File: src/rtl/pipe_ctrl.sv
// Pipeline control for a five-stage CPU: merges per-stage stall requests
// into a per-stage hold vector, redirects the PC on exceptions/eret, and
// sequences the flush/refill window that follows a redirect.
module pipe_ctrl (
  input  logic        clk,
  input  logic        rst_n,
  input  logic        stallreq_if,
  input  logic        stallreq_id,
  input  logic        stallreq_ex,
  input  logic        stallreq_mem,
  input  logic [31:0] excepttype_i,
  input  logic [31:0] cp0_epc_i,
  output logic [5:0]  stall,
  output logic        flush,
  output logic [31:0] new_pc,
  output logic        stall_sat
);

  typedef enum logic [1:0] {
    ST_RUN    = 2'd0,
    ST_FLUSH  = 2'd1,
    ST_REFILL = 2'd2
  } state_e;

  localparam logic [31:0] EXC_VECTOR  = 32'h0000_0020;
  localparam logic [31:0] MISC_VECTOR = 32'h0000_0040;
  localparam logic [7:0]  CNT_MAX     = 8'hFF;

  state_e      state_q, state_d;
  logic [1:0]  refill_cnt_q, refill_cnt_d;
  logic [7:0]  stall_cnt_q, stall_cnt_d;
  logic [5:0]  req_stall;
  logic [31:0] redirect_pc;

  // Priority encode the stall requests: a stall in a later stage holds it
  // and every stage in front of it. WB (bit5) is never held.
  always_comb begin
    // NOTE: every always_comb output gets a default first so no path leaves
    // it unassigned, which would otherwise infer a latch.
    req_stall = 6'b000000;
    if (stallreq_mem)     req_stall = 6'b011111;
    else if (stallreq_ex) req_stall = 6'b001111;
    else if (stallreq_id) req_stall = 6'b000111;
    else if (stallreq_if) req_stall = 6'b000011;
  end

  // Map the exception code to its redirect target (eret returns to EPC).
  always_comb begin
    redirect_pc = MISC_VECTOR;
    unique case (excepttype_i)
      32'h0000_0001, 32'h0000_0008, 32'h0000_000a,
      32'h0000_000c, 32'h0000_000d: redirect_pc = EXC_VECTOR;
      32'h0000_000e:                redirect_pc = cp0_epc_i;
      default:                      redirect_pc = MISC_VECTOR;
    endcase
  end

  // Output decode: exceptions are only taken in RUN and beat any stall;
  // FLUSH is a dead cycle; everything is forced low while in reset.
  always_comb begin
    stall  = 6'b000000;
    flush  = 1'b0;
    new_pc = 32'h0000_0000;
    if (rst_n) begin
      if (state_q == ST_RUN && excepttype_i != 32'h0) begin
        flush  = 1'b1;
        new_pc = redirect_pc;
      end else if (state_q != ST_FLUSH) begin
        stall = req_stall;
      end
    end
  end

  // Next-state logic: one FLUSH cycle, then two REFILL cycles during which
  // exception codes from already-flushed slots are ignored.
  always_comb begin
    state_d      = state_q;
    refill_cnt_d = refill_cnt_q;
    unique case (state_q)
      ST_RUN: begin
        if (flush) state_d = ST_FLUSH;
      end
      ST_FLUSH: begin
        state_d      = ST_REFILL;
        refill_cnt_d = 2'd2;
      end
      ST_REFILL: begin
        refill_cnt_d = refill_cnt_q - 2'd1;
        if (refill_cnt_q == 2'd1) state_d = ST_RUN;
      end
      default: begin
        state_d      = ST_RUN;
        refill_cnt_d = 2'd0;
      end
    endcase
  end

  // Stall-cycle counter: counts consecutive held cycles, saturating.
  always_comb begin
    stall_cnt_d = 8'h00;
    if (!flush && stall != 6'b000000) begin
      stall_cnt_d = (stall_cnt_q == CNT_MAX) ? CNT_MAX : stall_cnt_q + 8'd1;
    end
  end

  assign stall_sat = rst_n && (stall_cnt_q == CNT_MAX);

  // State registers with synchronous active-low reset.
  always_ff @(posedge clk) begin
    // NOTE: sequential state uses non-blocking assignments so every register
    // samples pre-edge values regardless of statement order.
    if (!rst_n) begin
      state_q      <= ST_RUN;
      refill_cnt_q <= 2'd0;
      stall_cnt_q  <= 8'h00;
    end else begin
      state_q      <= state_d;
      refill_cnt_q <= refill_cnt_d;
      stall_cnt_q  <= stall_cnt_d;
    end
  end

endmodule

File: config.mk
export PLATFORM = sky130hd
export DESIGN_NAME = pipe_ctrl
export DESIGN_NICKNAME = d
export VERILOG_FILES = /design/src/rtl/pipe_ctrl.sv
export SDC_FILE = /design/constraint.sdc
export NUM_CORES = 1
export LEC_CHECK = 0
export BUFFER_PORTS_ARGS = -buffer_cell sky130_fd_sc_hd__buf_2
export CORE_UTILIZATION = 33
export CTS_CLUSTER_SIZE = 20
export DETAILED_ROUTE_END_ITERATION = 10
export GPL_ROUTABILITY_DRIVEN = 0
export GPL_TIMING_DRIVEN = 0
export PLACE_DENSITY_LB_ADDON = 0.08
export REMOVE_ABC_BUFFERS = 1
export SYNTH_ARGS = -nofsm -noshare
export SYNTH_HDL_FRONTEND = slang
export SYNTH_SLANG_ARGS = --single-unit
File: constraint.sdc
create_clock -name clk -period 1.5 [get_ports clk]
set_input_delay 0.075 -clock clk [delete_from_list [all_inputs] [get_ports clk]]
set_output_delay 0.075 -clock clk [all_outputs]
set_load 0.02 [all_outputs]
Yosys cells after proc, flatten, opt, wreduce, memory -nomap -nowiden
Index checks and enable logic that the tools add are counted.
W data, S select, Z words.
{"block": "totals", "regBits": 12, "output_inout_bits": 40, "word_cells": 45}
{"block": "op_classes", "addsub": 2, "eq_ne": 13, "mux": 17, "reduce_logical": 10}
{"cell": "$eq A32 B4 Y1 const B", "n": 5}
{"cell": "$mux W32", "n": 2}
{"cell": "$pmux W32 S2", "n": 1}
{"cell": "$eq A32 B1 Y1 const B", "n": 1}
{"cell": "$reduce_bool A32 Y1", "n": 1}
{"cell": "$mux W6", "n": 3}
{"cell": "$pmux W2 S3", "n": 2}
{"cell": "$add A8 B1 Y8 const B", "n": 1}
{"cell": "$eq A8 B8 Y1 const B", "n": 1}
{"cell": "$mux W8", "n": 1}
{"cell": "$mux W2", "n": 3}
{"cell": "$reduce_bool A6 Y1", "n": 1}
{"cell": "$mux W5", "n": 1}
{"cell": "$reduce_or A5 Y1", "n": 1}
{"cell": "$eq A2 B1 Y1 const B", "n": 2}
{"cell": "$mux W4", "n": 1}
{"cell": "$ne A2 B2 Y1 const B", "n": 2}
{"cell": "$reduce_and A2 Y1", "n": 2}
{"cell": "$logic_and A1 B1 Y1", "n": 3}
{"cell": "$mux W3", "n": 1}
{"cell": "$eq A2 B2 Y1 const B", "n": 1}
{"cell": "$logic_not A2 Y1", "n": 1}
{"cell": "$mux W1", "n": 2}
{"cell": "$ne A2 B1 Y1 const B", "n": 1}
{"cell": "other kinds (2)", "n": 2}

Logic depth before layout (Yosys ltp)
Gate-level depths: netlist (run 1).
{"block": "logic_depth", "depth_word": 10, "depth_mapped": 7, "ltp_nobuf": 6}

Least setup slack after synthesis (run 1)
Ideal clock, no wire load.
{"block": "synth_path", "path_kind": "reg-to-output", "start": "register state_q[0]", "end": "output stall[1]", "t_arrival_ns": 1.898, "t_required_ns": 1.425, "slack_ns": -0.473, "path_stages_with_launch": 8, "cell_sequence": "dfxtp_1 inv_1 ha_1 clkbuf_1 o21a_1 buf_2 nor3_1 buf_4"}
{"block": "synth_via", "elab_chain_len": 4, "word_cells_on_any_way": 6, "cone_classes": "eq/ne (1); mux (3); reduce/logical (2)"}
{"item": "start, declared", "line": "29", "rtl": "state_e state_q, state_d;"}
{"item": "start signal, assigned", "line": "117", "rtl": "state_q <= state_d;"}
{"item": "$ne A2 B1 Y1 or $logic_not A2 Y1 (tied branches)", "line": "68, 65"}
{"item": "$mux W6 or $logic_and A1 B1 Y1 (tied branches)", "line": "68, 65"}
{"item": "$mux W6 (*)", "line": "65", "rtl": "if (state_q == ST_RUN && excepttype_i != 32'h0) begin"}
{"item": "$mux W6 (*)", "line": "64", "rtl": "if (rst_n) begin"}
{"item": "end, declared", "line": "13", "rtl": "output logic [5:0] stall,"}
Every way passes the cells marked *; elsewhere a longest branch is shown, timed or not.

Final worst setup path (run 1)
{"block": "layout_path", "start": "register state_q[1]", "end": "output new_pc[30]"}
{"block": "layout_via", "elab_chain_len": 4}
{"item": "$logic_not A2 Y1", "line": "65"}
{"item": "$logic_and A1 B1 Y1", "line": "65"}
{"item": "$mux W32", "line": "65"}
{"item": "$mux W32", "line": "64"}
{"item": "end, declared", "line": "15", "rtl": "output logic [31:0] new_pc,"}
Every way passes these cells.

==> results of run 1 <==
## synthesized netlist by cell type, drive strengths merged
master	count
a21boi	1
a21oi	5
a2bb2oi	1
a31oi	2
and2	31
and4b	2
buf	6
clkbuf	3
conb	1
dfxtp	12
ha	6
inv	3
nand2	7
nand2b	4
nand3	11
nand4	3
nor2	6
nor2b	4
nor3	11
nor3b	3
nor4	14
o211ai	2
o21a	2
o21ai	4
o21bai	2
o311ai	2
or2	1
or3	2
xnor2	2
xor2	1
## path summary, 6_finish.rpt
path,cells after the start,end,slack (ps)
worst max-delay path,7,new_pc[30],-310
worst max register to register,7,state_q[0]$_SDFFE_PN0P_,30
worst min register to register,2,refill_cnt_q[0]$_SDFFE_PN0P_,500
worst min-delay path,2,refill_cnt_q[0]$_SDFFE_PN0P_,210
## worst reg2reg max path, delay by kind of cell, from the launching register on
kind / cells / cell delay, ps
adders and majority gates: 1 / 170
and+or+nand+nor: 1 / 190
buffers and inverters: 3 / 280
DFF: 1 / 360
AOI/OAI and AO/OA: 2 / 330
## registers in the layout, indices dropped and copies added (netlist names)
| name | count |
|---|---|
| state_q | 2 |
| refill_cnt_q | 2 |
| stall_cnt_q | 8 |
## area by class of cell
cell class,instances,area [µm²]
well taps,46,57.6
clock buffers,4,36.3
multi-input cells,131,1150
repair buffers,134,986
fillers,271,902
flip-flops and latches,12,248
inverters,3,13.8
## repair_timing
action | in CTS | in global routing
setup buffers | 25 | 2
resized for setup | 111 | 34
pin swaps | 25 | 16
endpoints found under the setup margin | 42 | 41
cloned | 2 | 1
## where the power goes
group	leakage [nW]	internal (mW)	switching, mW
sequential	0.0992	0.375	0.0409
combinational	1.01	0.665	0.633
clock	0.0210	0.148	0.121
## through the flow
step                utilization, %  hold slack (ps)
global route                  73.4              217
detailed placement            50.6              451
floorplan                        -              203
global placement              50.6              446
CTS                           68.9              202
finish                        73.4              209
## layer usage
layer	track usage, %	part of all wire (%)
met1	26.3	37
met2	43.0	55
met3	6.63	5.7
met4	7.62	1.3
met5	0	0
## logic make-up after synthesis
family / share of synthesized area (%)
simple gates: 52.8
other cells: 0.317
flops: 20.3
xor+xnor: 2.22
buf+inv: 6.46
compound gates: 11.5
fa+ha+maj: 6.36
==> results.toml, run 1 <==
[yosys]
synth_cells = 154
ys_ff_latch = 12
synth_seq_area_share_pct = 20.3
syn_area_mm2 = 0.00118
netlist_top_cells_area = "dfxtp_1, and2_1, ha_1, nor4_2, nand3_1"
ys_types = 35
yosys.area.top_type = "dfxtp_1"
syn_avg_cell_area_um2 = 7.67
synth_top_area_share_pct = 20.3
yosysWarnings = 0

[clock_network]
worstSkewPairLatency_ps = 270
cts_tree = "built"
root_buffer = "clkbuf_4"
clk_pin_slew_ps = 80
cts_buffers = 3
cts.hold.buffers_added = 0
htree_levels = 1
clock-sinks = 12
cts_buffer_depth = 2

[floorplanning]
ios = 110
rows = 21
core_mm2 = 0.00339
die_y_um = 61.8
die_w_um = 61.8
die-area_mm2 = 0.00382
start_util_pct = 34.8

[place]
dp_hpwl_mm = 2.63
place_ws_ps = -843
io_buffers = 108
place_inst = 299
placed_area_mm2 = 0.00171

[worst_setup_path]
crit_chain = "inv_4 -> ha_4 -> nand2_8 -> nor4_4 -> buf_2 -> and2_4 -> buf_6"
cp_max_fo = 4
worstPathArrival_ps = 1730
crit_family = "simple AND/OR/NAND/NOR gates"
slowest_delay_ps = 360
cp_slowest_cell = "dfxtp_4"
critPathLaunchType = "flip-flop"
crit_required_ps = 1420
crit_type = "flip-flop to primary output"
regToRegStartpoint = "state_q[1]$_SDFFE_PN0P_"
crit_path_start = "state_q[1]$_SDFFE_PN0P_"
worst-path-buf-inv = 3
cp-end-kind = "primary output"

[finish]
layout_commonest_cell = "buf_2"
post-route-cell-area_mm2 = 0.00249
layout-drive-gt1-share_pct = 71.5
final_cells = 330
area_delta_synth_final_pct = 111
final_cell_mix = "buf_2, buf_6, and2_4, buf_4, nand3_1"
fin_nets = 361
antenna_cells = 0

[timing]
rsz0062_at_grt = "true"
finalHoldViolations = 0
maxSlewHeadroom_pct = 32.8
slew_viol_final = 0
fin_skew_ps = 0.405
finalSetupViolations = 36
fin_ws_ps = -308
finalCriticalPeriod_ps = 1810
tightest_slew_ps = 999
min_period_over_period_pct = 121
timing.fmax_mhz = 553
tns_ps = -7640

[run_status]
violations = "setup timing"
outcome = "finished with violations"

[routing]
final_antenna_net_count = 0
drt_iter0_drc = 56
drt-total-wl_mm = 5.01
vias = 1674
dr.pass1.iters = 4
wl_per_cell_um = 15.2
route.detailed.drc = 0
vias_per_cell = 5.07

[pwr]
p_leak_nw = 1.13
ir_drop_mv = 0.827
power_per_cell_area_mw_per_mm2 = 797
p_total_mw = 1.98

[run]
drv_cap = 0

[grt]
grt_usage_pct = 23.5
grt_pass1_vias = 1489
grt-ovfl-total = 0
grt_antenna_before_repair = 0
grt_pass1_wl_mm = 6.71
grt_max_degree = 16

[hold_path]
worst_hold_path_type = "input port to flip-flop"
min_from = "rst_n"
No activity file was read; power rests on OpenSTA's default activity.
==> inputs of run 2 (changes only) <==
--- a/config.mk
+++ b/config.mk
@@ -5,7 +5,7 @@
 export SDC_FILE = /design/constraint.sdc
 export NUM_CORES = 1
 export LEC_CHECK = 0
-export BUFFER_PORTS_ARGS = -buffer_cell sky130_fd_sc_hd__buf_2
+export BUFFER_PORTS_ARGS = -buffer_cell sky130_fd_sc_hd__buf_4
 export CORE_UTILIZATION = 33
 export CTS_CLUSTER_SIZE = 20
 export DETAILED_ROUTE_END_ITERATION = 10
==> run 2 against run 1 <==
Effect of this change:
- the run still ends with setup timing left
- total power grew 2.0%
- register-to-register slack lost 40 ps
- global-route usage grew 0.53 points
- sequential cell count is the same
- critical path depth is the same
- cell count shrank 0.91%
- clock power grew 4%
- die area is the same
- cell area grew 5.7%
- non-clock buffer count shrank 3
- first-iteration DRC count shrank 27%
- via count shrank 2.3%
- critical path type unchanged
- largest cell class unchanged
==> results.toml, run 2 (synthesis gave the netlist of run 1 again) <==
[worst_setup_path]
slowest_delay_ps = 350
worst-path-buf-inv = 3
critPathLaunchType = "flip-flop"
crit_type = "flip-flop to primary output"
crit_required_ps = 1420
worstPathArrival_ps = 1590
crit_family = "simple AND/OR/NAND/NOR gates"
cp_max_fo = 5
cp_slowest_cell = "dfxtp_2"
cp-end-kind = "primary output"
crit_chain = "inv_4 -> ha_4 -> nand2_8 -> nor4_4 -> buf_4 -> and2_4 -> buf_6"

[timing]
rsz0062_at_grt = "true"
finalCriticalPeriod_ps = 1660
tns_ps = -5020
finalHoldViolations = 0
min_period_over_period_pct = 111
fin_skew_ps = 9.42
maxSlewHeadroom_pct = 31.0
timing.fmax_mhz = 602
fin_ws_ps = -162
finalSetupViolations = 37
tightest_slew_ps = 1030
holdWs_ps = 141
slew_viol_final = 0

[grt]
grt_pass1_wl_mm = 6.63
grt_util_met1_pct = 24.9
use_met3_pct = 5.18
grt_usage_pct = 24.1
grtUsageMet2_pct = 48.5
grt-busiest-layer = "met2"
grt_pass1_vias = 1457
grt_antenna_before_repair = 0
grt-ovfl-total = 0
grt_max_degree = 16

[finish]
final_cells = 327
antenna_cells = 0
largest_reg_flops = 8
fin_nets = 358
post-route-cell-area_mm2 = 0.00263
reg.largest.list = "stall_cnt_q x8, refill_cnt_q x2, state_q x2"
fin_util_pct = 77.6
top_register = "stall_cnt_q"
layout_commonest_cell = "buf_4"
final_cell_mix = "buf_4, buf_6, and2_4, and2_1, nand3_1"
area_delta_synth_final_pct = 123
layout-drive-gt1-share_pct = 69.4

[place]
placed_area_mm2 = 0.00198
place_ws_ps = -795
io_buffers = 108
dp_hpwl_mm = 2.88
place_inst = 299

[routing]
vias_per_cell = 5.00
final_antenna_net_count = 0
drt-total-wl_mm = 4.91
vias = 1635
drt_iter0_drc = 41
wl_per_cell_um = 15.0
dr.pass1.iters = 4
route.detailed.drc = 0

[clock_network]
cts.hold.buffers_added = 0
worstSkewPairLatency_ps = 290
root_buffer = "clkbuf_4"
cts_tree = "built"
clock-sinks = 12
cts_buffer_depth = 2
cts_buffers = 3
clk_pin_slew_ps = 90
htree_levels = 1

[floorplanning]
start_util_pct = 34.8
die_y_um = 61.8
die-area_mm2 = 0.00382
ios = 110
die_w_um = 61.8
rows = 21
core_mm2 = 0.00339

[pwr]
power_per_cell_area_mw_per_mm2 = 769
p_total_mw = 2.02
ir_drop_mv = 1.05
p_leak_nw = 1.15

[run_status]
outcome = "finished with violations"
violations = "setup timing"

[run]
drv_cap = 0

[hold_path]
worst_hold_path_type = "input port to flip-flop"
==> run 2: cell count changes in the layout (fill, tap and decap cells not counted), sizes merged <==
| cell | change |
|---|---|
| buf | -2 |
| clkbuf | -1 |
==> run 2: layer usage <==
layer	routed length, µm	up-vias	part of all wire [%]
met4	31	0	0.63
met2	2870	58	59
met3	269	4	5.5
met5	0	-	0
li1	-	808	-
met1	1730	765	35
==> run 2: power breakdown <==
part / internal [mW] / leakage, nW / switching (mW) / total [mW]
clock network: 0.148 / 0.0210 / 0.133 / 0.281
logic: 0.691 / 1.03 / 0.630 / 1.32
registers: 0.374 / 0.0999 / 0.0442 / 0.418
==> run 2: final timing paths <==
kind,slack (ps),cells after the start,start,to
worst min-delay path,140,2,rst_n,refill_cnt_q[0]$_SDFFE_PN0P_
worst min register to register,500,2,refill_cnt_q[0]$_SDFFE_PN0P_,refill_cnt_q[0]$_SDFFE_PN0P_
worst max register to register,-10,7,state_q[1]$_SDFFE_PN0P_,stall_cnt_q[2]$_SDFF_PN0_
worst max-delay path,-160,7,state_q[1]$_SDFFE_PN0P_,new_pc[26]
==> run 2: cell type report <==
| class | instances | area [µm²] |
|---|---|---|
| well taps | 46 | 57.6 |
| repair buffers | 131 | 1120 |
| multi-input cells | 131 | 1150 |
| clock buffers | 4 | 36.3 |
| fillers | 231 | 761 |
| flip-flops and latches | 12 | 248 |
| inverters | 3 | 13.8 |
==> run 2: what timing repair did <==
item / CTS / global route
cloned: 2 / 0
pin swaps: 25 / 9
endpoints found under the setup margin: 44 / 44
hold endpoints to repair: 0 / 0
gates resized for setup: 82 / 21
buffers inserted: 18 / 4
==> inputs of run 3 (changes only) <==
--- a/config.mk
+++ b/config.mk
@@ -7,11 +7,11 @@
 export LEC_CHECK = 0
 export BUFFER_PORTS_ARGS = -buffer_cell sky130_fd_sc_hd__buf_4
 export CORE_UTILIZATION = 33
-export CTS_CLUSTER_SIZE = 20
+export CTS_CLUSTER_SIZE = 10
 export DETAILED_ROUTE_END_ITERATION = 10
 export GPL_ROUTABILITY_DRIVEN = 0
 export GPL_TIMING_DRIVEN = 0
-export PLACE_DENSITY_LB_ADDON = 0.08
+export PLACE_DENSITY = 0.76
 export REMOVE_ABC_BUFFERS = 1
 export SYNTH_ARGS = -nofsm -noshare
 export SYNTH_HDL_FRONTEND = slang
==> run 3 against run 2 <==
Effect of this change:
- the flow still finishes with violations (setup timing)
- worst hold slack worse by 26 ps
- sequential share of layout area fell by 0.051 points
- global-route usage is 0.68 points higher
- combinational power up 6%
- non-clock buffer count rose by 6
- critical endpoint is now new_pc[18]
- largest power group unchanged
==> results.toml, run 3 (synthesis gave the netlist of run 1 again) <==
[timing]
timing.fmax_mhz = 550
rsz0062_at_grt = "true"
min_period_over_period_pct = 121
finalCriticalPeriod_ps = 1820
fin_ws_ps = -318
fin_skew_ps = 6.12
finalSetupViolations = 41
tightest_slew_ps = 1110
maxSlewHeadroom_pct = 25.2
slew_viol_final = 0
finalHoldViolations = 0
tns_ps = -10070

[worst_setup_path]
worstPathArrival_ps = 1740
r2r_cells = 7
regToRegStartpoint = "state_q[1]$_SDFFE_PN0P_"
cp-end-kind = "primary output"
crit_required_ps = 1420
worstReg2RegEnd = "state_q[1]$_SDFFE_PN0P_"
critPathLaunchType = "flip-flop"
crit_type = "flip-flop to primary output"
cp_max_fo = 5
ff2ff_setup_slack_ps = -80

[floorplanning]
die-area_mm2 = 0.00382
die_w_um = 61.8
core_mm2 = 0.00339
rows = 21
start_util_pct = 34.8
ios = 110
die_y_um = 61.8

[clock_network]
cts_buffers = 3
cts_tree = "built"
cts_buffer_depth = 2
clock-sinks = 12
htree_levels = 1
root_buffer = "clkbuf_4"
worstSkewPairLatency_ps = 310
clk_pin_slew_ps = 90
cts.hold.buffers_added = 0

[finish]
final_cell_mix = "buf_4, buf_6, and2_4, nand3_1"
fin_util_pct = 79.5
top_register = "stall_cnt_q"
fin_nets = 364
layout_commonest_cell = "buf_4"
final_cells = 333
fillers = 184
largest_reg_flops = 8
antenna_cells = 0
multi_input_area_mm2 = 0.00116
seq_area_um2 = 253
layout-drive-gt1-share_pct = 72.5
reg.largest.list = "stall_cnt_q x8, refill_cnt_q x2, state_q x2"
area_delta_synth_final_pct = 128

[run_status]
violations = "setup timing"
outcome = "finished with violations"

[place]
place_inst = 299
dp_hpwl_mm = 3.00
io_buffers = 108

[routing]
vias = 1823
drt_iter0_drc = 103
vias_per_cell = 5.47
drt-total-wl_mm = 6.10
route.detailed.drc = 0
final_antenna_net_count = 0
wl_per_cell_um = 18.3
dr.pass1.iters = 4

[grt]
grt_antenna_before_repair = 0
grt_pass1_vias = 1527
grt_pass1_wl_mm = 6.86
grt_usage_pct = 24.8
grt_max_degree = 14
grt-ovfl-total = 0

[pwr]
power_per_cell_area_mw_per_mm2 = 792
ir_drop_mv = 0.607
p_leak_nw = 1.20

[hold_path]
hold_end = "refill_cnt_q[0]$_SDFFE_PN0P_"
holdPathStages = 2
worst_hold_path_type = "input port to flip-flop"
min_from = "rst_n"

[run]
drv_cap = 0
-- run 3: cell type report --
cell class | instances | area share, %
clock buffers | 4 | 1.35
well taps | 46 | 2.13
flip-flops and latches | 12 | 9.37
inverters | 3 | 0.603
multi-input cells | 131 | 43.1
repair buffers | 137 | 43.4
-- run 3: what timing repair did --
action                                  in CTS  in global routing
endpoints found under the setup margin      45                 41
resized for setup                           78                 42
setup buffers                               23                  5
cloned                                       2                  1
pin swaps                                   27                 13
hold endpoints to repair                     0                  0
-- run 3: worst max path at each step --
stage	start	endpoint	cells after the start
final	state_q[1]$_SDFFE_PN0P_	new_pc[18]	7
after global routing	state_q[1]$_SDFFE_PN0P_	new_pc[5]	8
after CTS	state_q[1]$_SDFFE_PN0P_	new_pc[12]	7
after detailed placement	state_q[0]$_SDFFE_PN0P_	new_pc[23]	6
after global placement	state_q[1]$_SDFFE_PN0P_	new_pc[23]	6
after floorplan	state_q[1]$_SDFFE_PN0P_	stall[0]	4
-- run 3: power by group --
| part | internal [mW] | total [mW] | switching, mW |
|---|---|---|---|
| Sequential | 0.385 | 0.442 | 0.0572 |
| Combinational | 0.709 | 1.40 | 0.694 |
| Clock | 0.149 | 0.292 | 0.143 |
| Total | 1.24 | 2.14 | 0.894 |
-- run 3: layer usage --
layer / wire length (µm) / up-vias / share of wire (%) / global-route usage, %
met4: 292 / 0 / 4.8 / 11.7
li1: - / 827 / - / -
met3: 405 / 31 / 6.6 / 6.83
met1: 2250 / 862 / 37 / 30.1
met5: 0 / - / 0 / 0
met2: 3150 / 103 / 52 / 40.4
-- run 3: through the flow --
stage | worst slack, ps | hold slack (ps) | power, mW | area (µm²)
final | -318 | 115 | 2.14 | 2700
after global routing | -352 | 124 | 2.20 | 2700
after CTS | -201 | 125 | 1.87 | 2510
after detailed placement | -813 | 405 | 1.18 | 1980
after global placement | -806 | 392 | 1.17 | 1980
after floorplan | -442 | 203 | 0.854 | 1120
-- run 3: worst max-delay path: stages (launching register included) --
cell and delay [ps]:
dfxtp_4 370, inv_4 70, ha_4 150, nand2_4 80, nor4_4 290, buf_4 210
and2_4 150, buf_6 110
